### src/rtl/arb_pkg.sv
// Shared types and constants for the round-robin / fixed-priority arbiter.
package arb_pkg;

  typedef enum logic [1:0] {IDLE, GRANT, RELEASE} arb_state_t;

  localparam int MODE_FIXED = 0;
  localparam int MODE_RR    = 1;
  localparam int BUSY_W     = 16;

endpackage

### src/rtl/prio_pick.sv
// Combinational priority picker: finds the first set request bit scanning
// from a start index, either ascending (wrapping N-1 -> 0) or descending (wrapping 0 -> N-1).
module prio_pick #(
  parameter  int N      = 4,
  parameter  int ASCEND = 1,
  localparam int IDX_W  = $clog2(N)
) (
  input  logic [N-1:0]     req,
  input  logic [IDX_W-1:0] start,
  output logic             found,
  output logic [IDX_W-1:0] idx
);

  // The first hit in scan order wins; later hits are masked by found.
  always_comb begin
    int               j;
    logic [IDX_W-1:0] jj;
    found = 1'b0;
    idx   = '0;
    j     = 0;
    jj    = '0;
    for (int i = 0; i < N; i++) begin
      if (ASCEND != 0) begin
        j = int'(start) + i;
        if (j >= N) j = j - N;
      end else begin
        j = int'(start) - i;
        if (j < 0) j = j + N;
      end
      jj = IDX_W'(j);
      if (!found && req[jj]) begin
        found = 1'b1;
        idx   = jj;
      end
    end
  end

endmodule

### src/rtl/rr_priority_arbiter.sv
// N-requester arbiter with registered one-hot grant, grant/hold/release
// handshake, fixed or round-robin priority, and a saturating busy counter.
module rr_priority_arbiter
  import arb_pkg::*;
#(
  parameter  int N       = 4,
  parameter  int RR_MODE = MODE_FIXED,
  localparam int IDX_W   = $clog2(N)
) (
  input  logic              clk,
  input  logic              reset,
  input  logic              en,
  input  logic [N-1:0]      req,
  input  logic              done,
  output logic [N-1:0]      grant,
  output logic [IDX_W-1:0]  grant_idx,
  output logic              grant_valid,
  output logic [BUSY_W-1:0] busy_cycles
);

  arb_state_t       state;
  logic [IDX_W-1:0] ptr;
  logic [IDX_W-1:0] start;
  logic             pick_found;
  logic [IDX_W-1:0] pick_idx;
  logic             release_now;

  // Round-robin scans upward from the pointer; fixed mode scans down from the top bit.
  assign start = (RR_MODE == MODE_RR) ? ptr : IDX_W'(N - 1);

  prio_pick #(
    .N      (N),
    .ASCEND ((RR_MODE == MODE_RR) ? 1 : 0)
  ) u_pick (
    .req   (req),
    .start (start),
    .found (pick_found),
    .idx   (pick_idx)
  );

  assign release_now = done || !req[grant_idx] || !en;

  always_ff @(posedge clk) begin
    if (reset) begin
      state       <= IDLE;
      grant       <= '0;
      grant_idx   <= '0;
      grant_valid <= 1'b0;
      ptr         <= '0;
    end else begin
      case (state)
        IDLE: begin
          if (en && pick_found) begin
            grant           <= '0;
            grant[pick_idx] <= 1'b1;
            grant_idx       <= pick_idx;
            grant_valid     <= 1'b1;
            state           <= GRANT;
            if (RR_MODE == MODE_RR)
              ptr <= (pick_idx == IDX_W'(N - 1)) ? '0 : pick_idx + 1'b1;
          end
        end
        // No preemption: the grant only ends on the holder's release conditions.
        GRANT: begin
          if (release_now) begin
            grant       <= '0;
            grant_idx   <= '0;
            grant_valid <= 1'b0;
            state       <= RELEASE;
          end
        end
        RELEASE: begin
          state <= IDLE;
        end
        default: begin
          state       <= IDLE;
          grant       <= '0;
          grant_idx   <= '0;
          grant_valid <= 1'b0;
        end
      endcase
    end
  end

  always_ff @(posedge clk) begin
    if (reset)
      busy_cycles <= '0;
    else if (grant_valid && (busy_cycles != '1))
      busy_cycles <= busy_cycles + 1'b1;
  end

endmodule

### config.mk
export PLATFORM = sky130hd
export DESIGN_NAME = rr_priority_arbiter
export DESIGN_NICKNAME = d
export VERILOG_FILES = /design/src/rtl/arb_pkg.sv /design/src/rtl/prio_pick.sv /design/src/rtl/rr_priority_arbiter.sv
export SDC_FILE = /design/constraint.sdc
export NUM_CORES = 1
export LEC_CHECK = 0
export ABC_AREA = 1
export CAP_MARGIN = 0
export CORE_MARGIN = 8
export CORE_UTILIZATION = 35
export CTS_BUF_LIST = sky130_fd_sc_hd__clkbuf_8
export DETAILED_ROUTE_END_ITERATION = 10
export PLACE_DENSITY = 0.53
export SLEW_MARGIN = 15
export SYNTH_ARGS = -nofsm -noshare
export SYNTH_HDL_FRONTEND = slang
export SYNTH_HIERARCHICAL = 1
export SYNTH_SLANG_ARGS = --single-unit
### constraint.sdc
create_clock -name clk -period 2.6 [get_ports clk]
set_input_delay 0.78 -clock clk [delete_from_list [all_inputs] [get_ports clk]]
set_output_delay 0.78 -clock clk [all_outputs]
set_load 0.02 [all_outputs]
==> metrics.yaml <==
final_layout:
  finalNonFillerCells: 355
  syn2layout_area_growth_pct: 26.1
  multiInputGateArea_um2: 1060
  final_nets: 311
  diodes: 0
  seq_area_um2: 500
  layout_common_cells: "nand2_1 (83), nand3_1 (31), clkdlybuf4s50_1 (30)"
  nFillCells: 507
  final_common_cell: "nand2_1"
  final_layout_size_suffix_gt1_frac: 0.116
cts:
  h-tree-depth: 1
  root_buffer: "clkbuf_8"
  cts_hold_buffers: 0
  cts_tree: "yes"
  cts.sinks: 25
  path_clk_slew_ns: 0.10
  numCtsBuffers: 3
  cts_resized: 0
  postCtsSetupBuffers: 0
  clkLatencyLatePin_ns: 0.28
  ctsLongestPathBuffers: 2
floorplan:
  boundaryPins: 31
  core_um2: 4690
  die_area_um2: 7300
  row_count: 25
  start_util: 0.360
  die_y_um: 85.4
  die_x_um: 85.4
route:
  drtPass1Iterations: 4
  drcViolationCount: 0
  vias: 1719
  ant_nets: 0
  drt_iter0_markers: 87
  vias_per_cell: 4.84
  wl_um: 4170
  wire_per_inst_um: 11.8
synth:
  synth.top_cell.area_share: 0.297
  avgSynthCellArea_um2: 6.49
  synth_cells: 260
  synth-seq-area-share: 0.297
  yosysTopAreaCell: "dfxtp_1"
  ys_types: 24
  netlist_area_um2: 1690
  ys_warn_count: 6
  synthTopCellsByArea: "dfxtp_1 (30%), nand2_1 (18%), nand3_1 (9.2%)"
  synth_seq_cells: 25
timing:
  fin_tns_setup_ns: 0
  period_minus_slack_ns: 2.21
  fin_skew_ns: 0.00666
  worst_slack_ns: 0.390
  hold_slack_ns: 0.472
  setup_violations: 0
  slew_headroom: 0.631
  finalCritPeriodShare: 0.850
  tightest_slew_ns: 0.554
  rsz0062_at_grt: "no"
  clock.fmax_mhz: 453
  maxSlewViolCount: 0
  final-hold-violation-count: 0
setup_path:
  slowest_stage: "clkdlybuf4s50_1"
  path_delay_family: "buffers and inverters"
  cp.required_ns: 1.82
  timing.rr.end: "busy_cycles[13]$_SDFFE_PP0P_"
  cp_max_fo: 7
  r2r-start: "busy_cycles[1]$_SDFFE_PP0P_"
  ff2ff_path_depth: 8
  critPathKind: "reg2out"
  worst-path-buf-inv: 1
  r2r_slack_ns: 0.96
  worstSetupEndpointType: "primary output"
  crit_chain: "clkdlybuf4s50_1"
  crit_path_start_kind: "register"
  cp-startpoint: "busy_cycles[11]$_SDFFE_PP0P_"
  critPathMaxStageDelay_ns: 0.66
  critPathArrivalTime_ns: 1.43
hold_path:
  hold_start: "grant[3]$_SDFFE_PP0P_"
  hold-path-endpoint: "grant[3]$_SDFFE_PP0P_"
  hold_path_depth: 2
  hp-class: "reg2reg"
placement:
  hpwlAfterDp_um: 3230
  dp_slack_ns: 0.130
  dp.cells: 351
  io_buffer_count: 30
  globalplace.congestion: 0.820
global_route:
  grt_use_total: 0.117
  grt-ovfl-total: 0
  antenna_found_initial: 0
  grt_pass1_wl_um: 7080
  grt_max_degree: 17
  grt_pass1_vias: 1489
power_and_ir_drop:
  leakage_uw: 0.000874
  power_uw: 899
  powerDensity_nw_per_um2: 423
  ir_drop_mv: 0.348
job:
  maxCapViolCount: 0
outcome:
  status: "complete, no violations"
## layout make-up
cell class | count | area share
clock buffer | 3 | 0.0194
clock inverter | 1 | 0.00412
inverter | 25 | 0.0441
multi-input combinational | 210 | 0.500
sequential | 25 | 0.235
tap | 54 | 0.0317
timing repair buffer | 37 | 0.166
## layer usage
layer / global-route usage / vias to the layer above / wire length [um]
met3: 0.0338 / 5 / 222
met2: 0.173 / 32 / 1770
met4: 0.0287 / 0 / 38
met5: 0 / - / 0
met1: 0.160 / 765 / 2140
li1: - / 917 / -
## how the worst max path moves through the flow
stage                               end  slack [ns]  depth (start not counted)
2_1_floorplan  grant_valid$_SDFFE_PP0P_        0.71                         11
3_3_place_gp      grant[1]$_SDFFE_PP0P_        0.14                         13
3_5_place_dp      grant[1]$_SDFFE_PP0P_        0.13                         13
4_1_cts                     grant_valid        0.39                          1
5_1_grt           grant[1]$_SDFFE_PP0P_        0.25                         13
6_report                busy_cycles[11]        0.39                          1
## report_power, final
| part | switching (uW) | leakage [uW] | internal, uW |
|---|---|---|---|
| Clock | 139 | 0.0000261 | 113 |
| Sequential | 14.8 | 0.000203 | 398 |
| Combinational | 144 | 0.000645 | 90.8 |
## cell families after synthesis
| group | share of synthesized area |
|---|---|
| buf+inv | 0.0867 |
| fa+ha+maj | 0.00741 |
| compound gates | 0.0852 |
| flops | 0.297 |
| other cells | 0.00222 |
| simple gates | 0.480 |
| xor+xnor | 0.0415 |
## cell usage after synthesis, drive strengths merged
| master | number |
|---|---|
| a21oi | 25 |
| nor3 | 5 |
| o21ai | 3 |
| nand4 | 7 |
| inv | 25 |
| buf | 4 |
| conb | 1 |
| dfxtp | 25 |
| nand3b | 1 |
| xor2 | 4 |
| xnor2 | 4 |
| nand2 | 95 |
| nor2 | 21 |
| ha | 1 |
| clkbuf | 2 |
| nand3 | 37 |
## flip-flops by register name (all words and copies together) (netlist names)
register     flops
busy_cycles     16
state            2
grant_idx        2
grant            4
grant_valid      1
## per-stage QoR
step | utilization | area (um^2)
after floorplan | - | 1710
after global placement | 0.443 | 2080
after detailed placement | 0.443 | 2080
after CTS | 0.454 | 2130
after global routing | 0.454 | 2130
final | 0.454 | 2130
(Power assumes the default switching activity.)
